File: config.mk
export PLATFORM = sky130hd
export DESIGN_NAME = c3aibadapt_cmn_clksel_ctrl
export DESIGN_NICKNAME = d
export VERILOG_FILES = /design/src/rtl/c3aibadapt_cmn_pkg.sv /design/src/rtl/c3aibadapt_cmn_bitsync.sv /design/src/rtl/c3aibadapt_cmn_clksel_ctrl.sv
export SDC_FILE = /design/constraint.sdc
export NUM_CORES = 1
export LEC_CHECK = 0
export CAP_MARGIN = 20
export CORE_MARGIN = 3
export CORE_UTILIZATION = 30
export CTS_CLUSTER_DIAMETER = 50
export DETAILED_ROUTE_END_ITERATION = 10
export SYNTH_ARGS = -nofsm -noshare
export SYNTH_HDL_FRONTEND = slang
export SYNTH_HIERARCHICAL = 1
export SYNTH_SLANG_ARGS = --single-unit
export TNS_END_PERCENT = 10
File: constraint.sdc
create_clock -name clk -period 2 [get_ports clk]
set_clock_uncertainty 0.1 [all_clocks]
set_input_delay 0.2 -clock clk [delete_from_list [all_inputs] [get_ports clk]]
set_output_delay 0.2 -clock clk [all_outputs]
set_load 0.05 [all_outputs]
File: src/rtl/c3aibadapt_cmn_pkg.sv
// rtl/c3aibadapt_cmn_pkg.sv - shared encodings and defaults for the adapter common blocks
package c3aibadapt_cmn_pkg;

  typedef logic [2:0] clksel_state_t;

  localparam clksel_state_t CLKSEL_STARTUP  = 3'd0;
  localparam clksel_state_t CLKSEL_IDLE     = 3'd1;
  localparam clksel_state_t CLKSEL_GATE_OFF = 3'd2;
  localparam clksel_state_t CLKSEL_SWITCH   = 3'd3;
  localparam clksel_state_t CLKSEL_SETTLE   = 3'd4;
  localparam clksel_state_t CLKSEL_GATE_ON  = 3'd5;

  localparam int CLKSEL_GATE_CYC_DEF   = 4;
  localparam int CLKSEL_SETTLE_CYC_DEF = 4;

endpackage

File: src/rtl/c3aibadapt_cmn_bitsync.sv
// rtl/c3aibadapt_cmn_bitsync.sv - multi-stage single-bit synchronizer with configurable reset value
module c3aibadapt_cmn_bitsync #(
  parameter int   STAGES  = 2,
  parameter logic RST_VAL = 1'b0
) (
  input  logic clk,
  input  logic rst,
  input  logic d,
  output logic q
);

  logic [STAGES-1:0] sync_q;
  logic [STAGES-1:0] sync_d;

  always_comb begin
    sync_d = {sync_q[STAGES-2:0], d};
  end

  always_ff @(posedge clk) begin
    if (rst) begin
      sync_q <= {STAGES{RST_VAL}};
    end else begin
      sync_q <= sync_d;
    end
  end

  assign q = sync_q[STAGES-1];

endmodule

File: src/rtl/c3aibadapt_cmn_clksel_ctrl.sv
// rtl/c3aibadapt_cmn_clksel_ctrl.sv - gate-off/switch/settle/gate-on sequencer for the adapter clock mux select
module c3aibadapt_cmn_clksel_ctrl
  import c3aibadapt_cmn_pkg::*;
#(
  parameter int   SYNC_STAGES = 2,
  parameter int   GATE_CYC    = CLKSEL_GATE_CYC_DEF,
  parameter int   SETTLE_CYC  = CLKSEL_SETTLE_CYC_DEF,
  parameter logic RST_SEL     = 1'b0
) (
  input  logic clk,
  input  logic rst,
  input  logic sel_req,
  output logic clk_sel,
  output logic clk_gate_en,
  output logic sw_busy,
  output logic sw_done
);

  localparam int CNT_MAX = (GATE_CYC > SETTLE_CYC) ? GATE_CYC : SETTLE_CYC;
  localparam int CNT_W   = $clog2(CNT_MAX + 1);
  localparam logic [CNT_W-1:0] GATE_LAST   = CNT_W'(GATE_CYC - 1);
  localparam logic [CNT_W-1:0] SETTLE_LAST = CNT_W'(SETTLE_CYC - 1);
  localparam logic [CNT_W-1:0] CNT_SAT     = CNT_W'(CNT_MAX);

  logic          req_s;
  clksel_state_t state_q, state_d;
  logic [CNT_W-1:0] cnt_q, cnt_d, cnt_inc;
  logic          clk_sel_q, clk_sel_d;
  logic          gate_en_q, gate_en_d;
  logic          busy_q, busy_d;
  logic          done_q, done_d;

  c3aibadapt_cmn_bitsync #(
    .STAGES  (SYNC_STAGES),
    .RST_VAL (RST_SEL)
  ) u_req_sync (
    .clk (clk),
    .rst (rst),
    .d   (sel_req),
    .q   (req_s)
  );

  always_comb begin
    state_d   = state_q;
    cnt_d     = cnt_q;
    clk_sel_d = clk_sel_q;
    gate_en_d = gate_en_q;
    done_d    = 1'b0;
    cnt_inc   = (cnt_q == CNT_SAT) ? cnt_q : cnt_q + 1'b1;
    case (state_q)
      CLKSEL_STARTUP: begin
        gate_en_d = 1'b0;
        if (cnt_q == SETTLE_LAST) state_d = CLKSEL_GATE_ON;
        else                      cnt_d   = cnt_inc;
      end
      CLKSEL_IDLE: begin
        gate_en_d = 1'b1;
        if (req_s != clk_sel_q) begin
          state_d   = CLKSEL_GATE_OFF;
          cnt_d     = '0;
          gate_en_d = 1'b0;
        end
      end
      CLKSEL_GATE_OFF: begin
        gate_en_d = 1'b0;
        // Toggle lands on the edge entering SWITCH so the new select is held for that whole cycle.
        if (cnt_q == GATE_LAST) begin
          state_d   = CLKSEL_SWITCH;
          clk_sel_d = ~clk_sel_q;
        end else begin
          cnt_d = cnt_inc;
        end
      end
      CLKSEL_SWITCH: begin
        gate_en_d = 1'b0;
        cnt_d     = '0;
        state_d   = CLKSEL_SETTLE;
      end
      CLKSEL_SETTLE: begin
        gate_en_d = 1'b0;
        if (cnt_q == SETTLE_LAST) state_d = CLKSEL_GATE_ON;
        else                      cnt_d   = cnt_inc;
      end
      CLKSEL_GATE_ON: begin
        gate_en_d = 1'b1;
        done_d    = 1'b1;
        state_d   = CLKSEL_IDLE;
      end
      default: begin
        state_d   = CLKSEL_STARTUP;
        cnt_d     = '0;
        gate_en_d = 1'b0;
      end
    endcase
    // Covers both the entry edge and the GATE_ON->IDLE edge so busy brackets the gate-low window.
    busy_d = (state_d != CLKSEL_IDLE) || (state_q != CLKSEL_IDLE);
  end

  always_ff @(posedge clk) begin
    if (rst) begin
      state_q   <= CLKSEL_STARTUP;
      cnt_q     <= '0;
      clk_sel_q <= RST_SEL;
      gate_en_q <= 1'b0;
      busy_q    <= 1'b1;
      done_q    <= 1'b0;
    end else begin
      state_q   <= state_d;
      cnt_q     <= cnt_d;
      clk_sel_q <= clk_sel_d;
      gate_en_q <= gate_en_d;
      busy_q    <= busy_d;
      done_q    <= done_d;
    end
  end

  assign clk_sel     = clk_sel_q;
  assign clk_gate_en = gate_en_q;
  assign sw_busy     = busy_q;
  assign sw_done     = done_q;

endmodule

==> run summary <==
Final critical path time including I/O delays and setup -> 1.76 ns
Share of cell area taken by muxes after synthesis -> 0%
Synthesized area per cell -> 9.81 sq um
Post-detailed-route DRC marker count -> 0
Critical Path Source Type -> flop
Number of nets still failing antenna checks after routing -> 0
Buffers and inverters on the worst path -> 1
CP max stage delay -> 0.82 ns
Detail Placement HPWL -> 583 microns
Via count of the first global-routing pass -> 323
Combinational family with the most area after synthesis -> simple AND/OR/NAND/NOR gates
Post-placement cell count -> 71
Adder-cell share of the synthesized area -> 7.65%
Share of the clock period used by the worst path after layout -> 88.1%
Share of total power in the clock network -> 29.0%
Global route overflow -> 0
Number of gates resized after cts -> 0
Fraction of final layout cells sized beyond drive strength 1 -> 10.0%
Pin count of the biggest net entering global routing -> 11
Final number of setup-violating endpoints -> 0
Cells along the critical path -> clkdlybuf4s50_1
Result of the run -> finished clean
Summed instance area of the synthesized netlist -> 490 sq um
Setup TNS Final -> 0 ns
Vias/cell -> 5.07
Count of buffers from port buffering -> 6
Number of antenna violations at the first check in global routing -> 0
Routed Wire Length -> 780 microns
Overall track demand over capacity in global routing -> 9.54%
H-tree level count -> 1
Die boundary width -> 46.4 microns
Share of power burned in registers -> 48.0%
CP top delay family -> buffers and inverters
WS Path Type -> flop to output port
Worst-path clk slew -> 0.07 ns
Top achievable clock speed -> 0.568 GHz
Final layout net count -> 67
Number of warnings printed during yosys synthesis -> 6
Share of synthesized cell area in and, or, nand and nor gates -> 18.1%
Total CTS buffers -> 3
Leakage power figure -> 0.000238 uW
Ys async rst share -> 0%
Antenna fix cells -> 0
Fin cells -> 75
Post-CTS repair timing setup buffer count -> 0
Internal power component -> 456 uW
Fraction of the yosys area taken by sequential cells -> 49.0%
Number of flops mapped to enable cells by yosys -> 0
Number of hold buffers added after cts -> 0
Starting DRC count in detailed routing -> 9
Parity-gate share of the synthesized area counting xor and xnor cells -> 3.57%
Worst path arrival time -> 1.46 ns
Synth unique cells -> 22
Area growth from synthesis to layout -> 22.7%
Clock sink count -> 12
Normalized max-slew margin -> 67.4%
Switching power -> 194 uW
Final count of pins violating max slew -> 0
I/O pin count -> 7
Routed WL per cell -> 10.4 microns
Count of maximum capacitance violations -> 0
Worst setup EP type -> output port
1st-pass router iterations -> 4
Number of standard-cell rows in the floorplan -> 13
Share of total power consumed by net switching -> 29.9%
Tightest Hold Check Type -> flop to flop
Die outline area -> 2160 sq um
Number of buffers on the longest clock path -> 2
Crit path required time -> 1.70 ns
Clock tree from TritonCTS -> done
Mapped Cells -> 50
Count of vias placed by the detailed router -> 380
Syn Nets -> 56
Cell with the largest stage delay on the worst path -> sky130_fd_sc_hd__clkdlybuf4s50_1
Library cell used as clock root buffer -> sky130_fd_sc_hd__clkbuf_4
Logic pwr share -> 23.0%
Synthesized-area fraction occupied by ao, oa, aoi and oai cells -> 15.6%
Final hold viol count -> 0
Worst-margin pin slew -> 0.488 ns
First-pass GRT wire length -> 1.35 mm
Peak supply drop -> 509 uV
Post-synth top flop -> sky130_fd_sc_hd__dfxtp_1
Number of synthesized register bits -> 12
CORE AREA -> 1420 sq um
RSZ-0062 raised after global routing -> no
Die Ht -> 46.4 microns
Clock latency on the worst-skew pair -> 0.27 ns
Global placer's final weighted congestion -> 0.648
Initial core utilization -> 34.7%
Crit Path Max Fanout -> 3
Power per unit of standard cell area -> 1080 nW/um^2
-- synth_stat cells, types with 2 or more instances --
cell                      count  area [sq um]
sky130_fd_sc_hd__nor2b_1      2          12.5
sky130_fd_sc_hd__a21oi_1      2          10.0
sky130_fd_sc_hd__inv_1        5          18.8
sky130_fd_sc_hd__a211o_1      2          17.5
sky130_fd_sc_hd__nand2_1      3          11.3
sky130_fd_sc_hd__ha_1         3          37.5
sky130_fd_sc_hd__o22ai_1      3          18.8
sky130_fd_sc_hd__dfxtp_1     12           240
sky130_fd_sc_hd__nor2_1       5          18.8
-- routing by layer --
metal  share of wire, %  GRT usage [%]
met1                 45           10.3
met5                  0              0
met4                1.3           8.52
met2                 47           14.3
met3                7.1           3.52
-- power by group through the flow --
stage               Clock, uW  Combinational, uW  Sequential (uW)
detailed placement          0                151              317
global route              209                170              320
CTS                       198                152              311
finish                    188                150              312
global placement            0                145              316
floorplan                   0                113              317
-- cells by family after synthesis --
logic type      count (synthesis)
simple gates                   16
flops                          12
compound gates                 11
buf+inv                         6
fa+ha+maj                       3
xor+xnor                        2
-- registers in the layout, indices dropped and copies added (netlist names) --
register and count:
clk_gate_en 1, clk_sel 1, u_req_sync/sync_q 2, sw_done 1
sw_busy 1, cnt_q 3, state_q 3
-- metrics by stage --
| step | util [%] | worst slack (ns) | cell area (sq um) | hold WS (ns) | total power [uW] |
|---|---|---|---|---|---|
| global route | 42.5 | 0.169 | 602 | 0.378 | 699 |
| global placement | 40.0 | 0.428 | 566 | 0.317 | 461 |
| detailed placement | 40.0 | 0.391 | 566 | 0.328 | 468 |
| floorplan | - | 0.423 | 490 | 0.169 | 430 |
| CTS | 42.5 | 0.216 | 602 | 0.346 | 661 |
| finish | 42.5 | 0.238 | 602 | 0.337 | 650 |
-- placed cells by master, fill, tap and decap left out, types with 2 or more instances in the layout --
cell type / instances
sky130_fd_sc_hd__a21oi_1: 2
sky130_fd_sc_hd__nand2_1: 3
sky130_fd_sc_hd__clkdlybuf4s50_1: 6
sky130_fd_sc_hd__a211o_1: 2
sky130_fd_sc_hd__inv_1: 5
sky130_fd_sc_hd__o22ai_1: 3
sky130_fd_sc_hd__clkbuf_4: 3
sky130_fd_sc_hd__ha_1: 3
sky130_fd_sc_hd__nor2b_1: 2
sky130_fd_sc_hd__nor2_1: 5
sky130_fd_sc_hd__dfxtp_1: 12
-- layout make-up --
| class | instances | area (sq um) |
|---|---|---|
| inverter | 5 | 18.8 |
| sequential | 12 | 240 |
| timing repair buffer | 7 | 67.6 |
| multi-input combinational | 32 | 220 |
| fill | 134 | 813 |
| clock buffer | 4 | 36.3 |
| tap | 15 | 18.8 |
-- path summary, 6_finish.rpt --
path	start	endpoint	slack [ns]	depth (start not counted)
worst min register to register	u_req_sync/sync_q[0]	u_req_sync/sync_q[1]	0.34	1
worst max register to register	cnt_q[0]	cnt_q[0]	0.37	5
worst min-delay path	u_req_sync/sync_q[0]	u_req_sync/sync_q[1]	0.34	1
worst max-delay path	clk_sel	clk_sel	0.24	1
Note: power is estimated with default switching activity, not from simulation.
